$ cat src/rtl/segment_dispatcher.sv
`default_nettype none
// ============================================================================
// Module   : segment_dispatcher
// Purpose  : Pops motion records from the record FIFO, drops NOPs, halts on
//            HALT, flags unknown opcodes and dispatches MOVEs over valid/ready.
//            Optional counters: define SEGMENT_DISPATCHER_STATS_EN.
// Revision : 1.0 - initial release
// ============================================================================
module segment_dispatcher #(
  parameter  int WordSize       = 8,
  parameter  int RecordWords    = 16,
  localparam int RecordSizeBits = WordSize * RecordWords
) (
  input  logic                      clk,
  input  logic                      rst_n,
  input  logic                      enable,
  input  logic                      fifo_empty,
  input  logic [RecordSizeBits-1:0] fifo_data,
  output logic                      fifo_read_en,
  output logic                      seg_valid,
  input  logic                      seg_ready,
  output logic [RecordSizeBits-1:0] seg_data,
  input  logic                      resume,
  output logic                      halted,
  output logic                      err_opcode,
  input  logic                      err_clear
`ifdef SEGMENT_DISPATCHER_STATS_EN
  ,
  output logic [31:0]               stat_moves,
  output logic [31:0]               stat_underruns
`endif
);

  localparam logic [WordSize-1:0] OP_NOP  = WordSize'(0);
  localparam logic [WordSize-1:0] OP_MOVE = WordSize'(1);
  localparam logic [WordSize-1:0] OP_HALT = WordSize'(2);

  typedef enum logic [1:0] {
    S_IDLE   = 2'd0,
    S_LOAD   = 2'd1,
    S_HOLD   = 2'd2,
    S_HALTED = 2'd3
  } state_e;

  state_e                    state_q, state_d;
  logic [RecordSizeBits-1:0] seg_data_q, seg_data_d;
  logic                      err_q, err_d;
  logic                      set_err;
  logic [WordSize-1:0]       opcode;
  logic                      fetch_ok;
  logic                      handshake;

  assign opcode    = fifo_data[WordSize-1:0];
  assign fetch_ok  = enable && !fifo_empty;
  assign handshake = (state_q == S_HOLD) && seg_ready;

  always_comb begin
    state_d    = state_q;
    seg_data_d = seg_data_q;
    set_err    = 1'b0;
    case (state_q)
      S_IDLE: begin
        if (fetch_ok) state_d = S_LOAD;
      end
      S_LOAD: begin
        // The pop happens this cycle regardless of opcode; only MOVE is held.
        seg_data_d = fifo_data;
        case (opcode)
          OP_MOVE: state_d = S_HOLD;
          OP_HALT: state_d = S_HALTED;
          OP_NOP:  state_d = S_IDLE;
          default: begin
            state_d = S_IDLE;
            set_err = 1'b1;
          end
        endcase
      end
      S_HOLD: begin
        if (seg_ready) state_d = fetch_ok ? S_LOAD : S_IDLE;
      end
      S_HALTED: begin
        if (resume) state_d = S_IDLE;
      end
      default: state_d = S_IDLE;
    endcase
    err_d = err_clear ? 1'b0 : (err_q | set_err);
  end

  always_ff @(posedge clk or negedge rst_n) begin
    if (!rst_n) begin
      state_q    <= S_IDLE;
      seg_data_q <= '0;
      err_q      <= 1'b0;
    end else begin
      state_q    <= state_d;
      seg_data_q <= seg_data_d;
      err_q      <= err_d;
    end
  end

  // Handshake-facing outputs depend on registered state only.
  assign fifo_read_en = (state_q == S_LOAD);
  assign seg_valid    = (state_q == S_HOLD);
  assign halted       = (state_q == S_HALTED);
  assign seg_data     = seg_data_q;
  assign err_opcode   = err_q;

`ifdef SEGMENT_DISPATCHER_STATS_EN
  logic [31:0] moves_q, moves_d;
  logic [31:0] underruns_q, underruns_d;

  always_comb begin
    moves_d     = moves_q + (handshake ? 32'd1 : 32'd0);
    underruns_d = underruns_q +
                  ((state_q == S_IDLE && enable && fifo_empty) ? 32'd1 : 32'd0);
  end

  always_ff @(posedge clk or negedge rst_n) begin
    if (!rst_n) begin
      moves_q     <= '0;
      underruns_q <= '0;
    end else begin
      moves_q     <= moves_d;
      underruns_q <= underruns_d;
    end
  end

  assign stat_moves     = moves_q;
  assign stat_underruns = underruns_q;
`else
  logic unused_handshake;
  assign unused_handshake = handshake;
`endif

endmodule
`default_nettype wire

$ cat config.mk
export PLATFORM = sky130hd
export DESIGN_NAME = segment_dispatcher
export DESIGN_NICKNAME = d
export VERILOG_FILES = /design/src/rtl/segment_dispatcher.sv
export SDC_FILE = /design/constraint.sdc
export NUM_CORES = 1
export LEC_CHECK = 0
export ABC_AREA = 1
export ABC_CLOCK_PERIOD_IN_PS = 2900
export BUFFER_PORTS_ARGS = -buffer_cell sky130_fd_sc_hd__buf_2
export CORE_ASPECT_RATIO = 0.8
export CORE_MARGIN = 2
export CORE_UTILIZATION = 50
export CTS_BUF_LIST = sky130_fd_sc_hd__clkbuf_2 sky130_fd_sc_hd__clkbuf_4 sky130_fd_sc_hd__clkbuf_8
export CTS_CLUSTER_SIZE = 30
export DETAILED_ROUTE_END_ITERATION = 10
export PLACE_DENSITY = 0.88
export SLEW_MARGIN = 0
export SYNTH_ARGS = -nofsm -noshare
export SYNTH_HDL_FRONTEND = slang
export SYNTH_SLANG_ARGS = --single-unit
$ cat constraint.sdc
create_clock -name clk -period 2.9 [get_ports clk]
set_clock_uncertainty 0.05 [all_clocks]
set_input_delay 0.58 -clock clk [delete_from_list [all_inputs] [get_ports clk]]
set_output_delay 0.58 -clock clk [all_outputs]
set_load 0.01 [all_outputs]
* Yosys cells after proc, flatten, opt, wreduce, memory -nomap -nowiden
Index checks and enable logic that the tools add are counted.
Word-level totals: input bits 135, register bits after elaboration 131, output and inout port bits 132
Operators by class: equality and inequality tests 8, multiplexer cells 9, reduce and logical (&&, ||, !) cells 6, bitwise logic cells 1
Operator list (count):
- equality test 8 x 1 -> 1 bit (second input constant) | 1
- equality test 8 x 2 -> 1 bit (second input constant) | 1
- logical NOT 8 bit | 1
- one-hot mux 2 bit (4 select lines) | 1
- two-way mux 2 bit | 3
- equality test 2 bit (second input constant) | 2
- two-way mux 1 bit | 4
- inequality test 2 bit (second input constant) | 2
- one-hot mux 2 bit (2 select lines) | 1
- AND reduction 3 bit | 1
- OR reduction 3 bit | 1
- equality test 2 x 1 -> 1 bit (second input constant) | 1
- logical NOT 2 bit | 1
- inequality test 2 x 1 -> 1 bit (second input constant) | 1
- logical AND 1 bit | 1
- logical NOT 1 bit | 1
- OR 1 bit | 1

* Logic depth before layout (Yosys ltp)
word-level depth 6, mapped depth 7, depth with buffers taken out 7

* Worst setup path after synthesis
No wires, ideal clock.
path kind reg2out, start point register state_q[1], end point output port fifo_read_en, buffers on the path 1, data arrival time 0.756 ns, cell stages (with the launch flop) 5, path slack 1.514 ns, data required time 2.270 ns, cell sequence dfrtp_1 inv_1 nand2_1 inv_2 buf_2
Between the ends: longest elaborated chain between the ends 1
RTL lines:
- start: declaration | RTL line 45 | state_e state_q, state_d;
- start signal: assignment | RTL line 95 | state_q <= state_d;
- equality test 2 x 1 -> 1 bit | RTL line 102 | assign fifo_read_en = (state_q == S_LOAD);
- end: declaration | RTL line 19 | output logic fifo_read_en,
Every way passes these cells.

* Final worst setup path
start point register state_q[0], end point output port seg_valid
Between the ends: longest elaborated chain between the ends 1
RTL lines:
- equality test 2 bit | RTL line 103 | assign seg_valid = (state_q == S_HOLD);
- end: declaration | RTL line 20 | output logic seg_valid,
Every way passes these cells.

==> results.toml <==
[clock_network]
cts_sinks = 131
clk_pin_slew_worst_paths_ns = 0.07
cts_buffer_depth = 2
cts_buffers = 17
post_cts.repair.setup_buffers = 0
worstSkewPairLatency_ns = 0.41
clock_tree.root_cell = "clkbuf_8"
cts_htree_levels = 4
cts_resized = 0
hold_buffers = 0
cts_tree = "built"

[run_status]
status = "finished, final reports clean"

[timing]
tns_ns = 0
max_freq_ghz = 0.547
fin_crit_ns = 1.83
hold_viol = 0
finalMaxSlewViolations = 0
period_share_pct = 63.1
tightest_slew_ns = 0.562
setup_viol = 0
maxSlewHeadroom_pct = 62.5
rsz0062_at_grt = "false"

[placed_design]
io_buffers = 266
dp_hpwl_microns = 9010
place_congestion = 0.773

[final_layout]
antennaDiodeCount = 0
nets = 973
layout-drive-gt1-share_pct = 35.8
fill_cells = 780
utilization_pct = 70.5
area_growth_pct = 36.1

[worst_hold_path]
min_path_type = "in2async"

[route]
vias = 4551
drcViolationCount = 0
wl_per_cell_microns = 13.1
drt_iter0_drc = 260
drt.antenna.violating_nets = 0
finalWirelength_microns = 13000
viasPerCell = 4.61
drt_pass1_iterations = 4

[grt]
grt_pass1_wl_microns = 20300
grt_start_max_net_pins = 137
grtUsageTotal_pct = 24.2
antenna_found_initial = 0
grt_pass1_vias = 4338
overflow = 0

[floorplan]
initial_core_util_pct = 51.8
die_x_microns = 116
dieArea_sq_um = 10900
core-area_sq_um = 9730
pin_count = 267
die_height_microns = 93.8
core.rowCount = 32

[logic_synthesis]
synthMuxAreaShare_pct = 0
syn_nets = 712
ys_seq_area_share_pct = 65.0
synthAdderAreaFrac_pct = 0
syn_inst = 577
synth_simple_gate_area_share_pct = 29.6
synth.area.top_cells = "dfrtp_1 (65%), nand2_1 (29%), buf_2 (1.4%)"
synth.distinct_cells = 15
ys_ff_latch = 131
syn_area_sq_um = 5040
synth_compound_area_share_pct = 0.893
synth_area_per_cell_sq_um = 8.74
yosysTopAreaCell = "dfrtp_1"
synth_top_family_by_area = "simple AND/OR/NAND/NOR gates"
yosys.area.top_type_share_pct = 65.0
ys_warn_count = 0
synth_xor_area_share_pct = 0

[worst_setup_path]
critPathKind = "reg2out"
worst_ep_required_time_ns = 2.27
cp-end-kind = "output pin"
start_kind = "flip-flop"
cp_max_fo = 5
crit_arrival_ns = 1.20

[power]
p_per_area_nw_per_um2 = 1170
vdd_ir_drop_max_mv = 0.663
p_leak_uw = 0.00415

[run]
drv_cap = 0
## kinds of logic after synthesis
| group | after synthesis |
|---|---|
| simple gates | 395 |
| compound gates | 9 |
| buf+inv | 42 |
| flops | 131 |
## layout make-up
| class | count | area [sq um] | area share (%) |
|---|---|---|---|
| timing repair buffer | 270 | 1410 | 20.5 |
| clock buffer | 19 | 249 | 3.63 |
| multi-input combinational | 404 | 1540 | 22.5 |
| tap | 136 | 170 | 2.48 |
| sequential | 131 | 3280 | 47.8 |
| clock inverter | 13 | 161 | 2.35 |
| inverter | 14 | 53.8 | 0.784 |
## path summary, 6_finish.rpt
| check | from | to | slack (ns) | cells past startpoint |
|---|---|---|---|---|
| worst max-delay path | state_q[0] | seg_valid | 1.07 | 2 |
| min in group clk | err_clear | err_opcode | 0.26 | 2 |
| worst min register to register | seg_data[59] | seg_data[59] | 0.42 | 2 |
| max in group asynchronous | rst_n | seg_data[19] | 2.06 | 2 |
| worst max register to register | state_q[1] | err_opcode | 1.48 | 6 |
| worst min-delay path | rst_n | seg_data[95] | 0.03 | 1 |
## registers in the layout, summed over array words and instances (netlist names)
register,cells
seg_data,128
err_opcode,1
state_q,2
## critical path: stages (launching register included)
cell and delay (ns):
dfrtp_1 0.44, nor2_1 0.17, buf_2 0.17
## Yosys cell counts
library cell and number:
or2_2 1, clkbuf_1 5, nand3_1 1, nand2_1 387, buf_4 4, nor2_1 4, o21ai_0 7, buf_6 5
dfrtp_1 131, buf_2 14, nand3b_1 1, nor3_1 1, a21oi_1 2, inv_1 13, inv_2 1
## layer usage
layer / up-vias / track usage, % / share of wire, %
met2: 178 / 41.3 / 50
met1: 2108 / 29.1 / 40
li1: 2245 / - / -
met3: 20 / 7.10 / 8.2
met4: 0 / 9.13 / 1.8
met5: - / 0 / 0
## stage by stage
step / instance area, sq um / hold slack [ns] / instances / worst slack (ns) / total power (uW)
3_3_place_gp: 6450 / 0.406 / 955 / 1.46 / 6390
3_5_place_dp: 6450 / 0.410 / 955 / 1.42 / 6510
5_1_grt: 6860 / 0.0481 / 987 / 0.967 / 8660
6_report: 6860 / 0.0334 / 987 / 1.07 / 8020
2_1_floorplan: 5040 / 0.234 / 577 / 1.51 / 5160
4_1_cts: 6860 / 0.0371 / 987 / 1.05 / 8090
## where the power goes
| part | internal, uW | switching [uW] |
|---|---|---|
| Clock | 867 | 695 |
| Sequential | 2730 | 451 |
| Combinational | 1230 | 2050 |
| Total | 4820 | 3190 |
## cells in the final DEF, fill, tap and decap left out, types with 3 or more instances in the layout
cell type     n
inv_1        13
buf_12        3
nor2_1        4
buf_2       265
dfrtp_1     131
clkinv_2      4
clkbuf_8     17
clkinvlp_4    4
nand2_1     386
o21ai_0       7
bufinv_16     3
clkinv_4      3
Note: power is estimated with default switching activity, not from simulation.
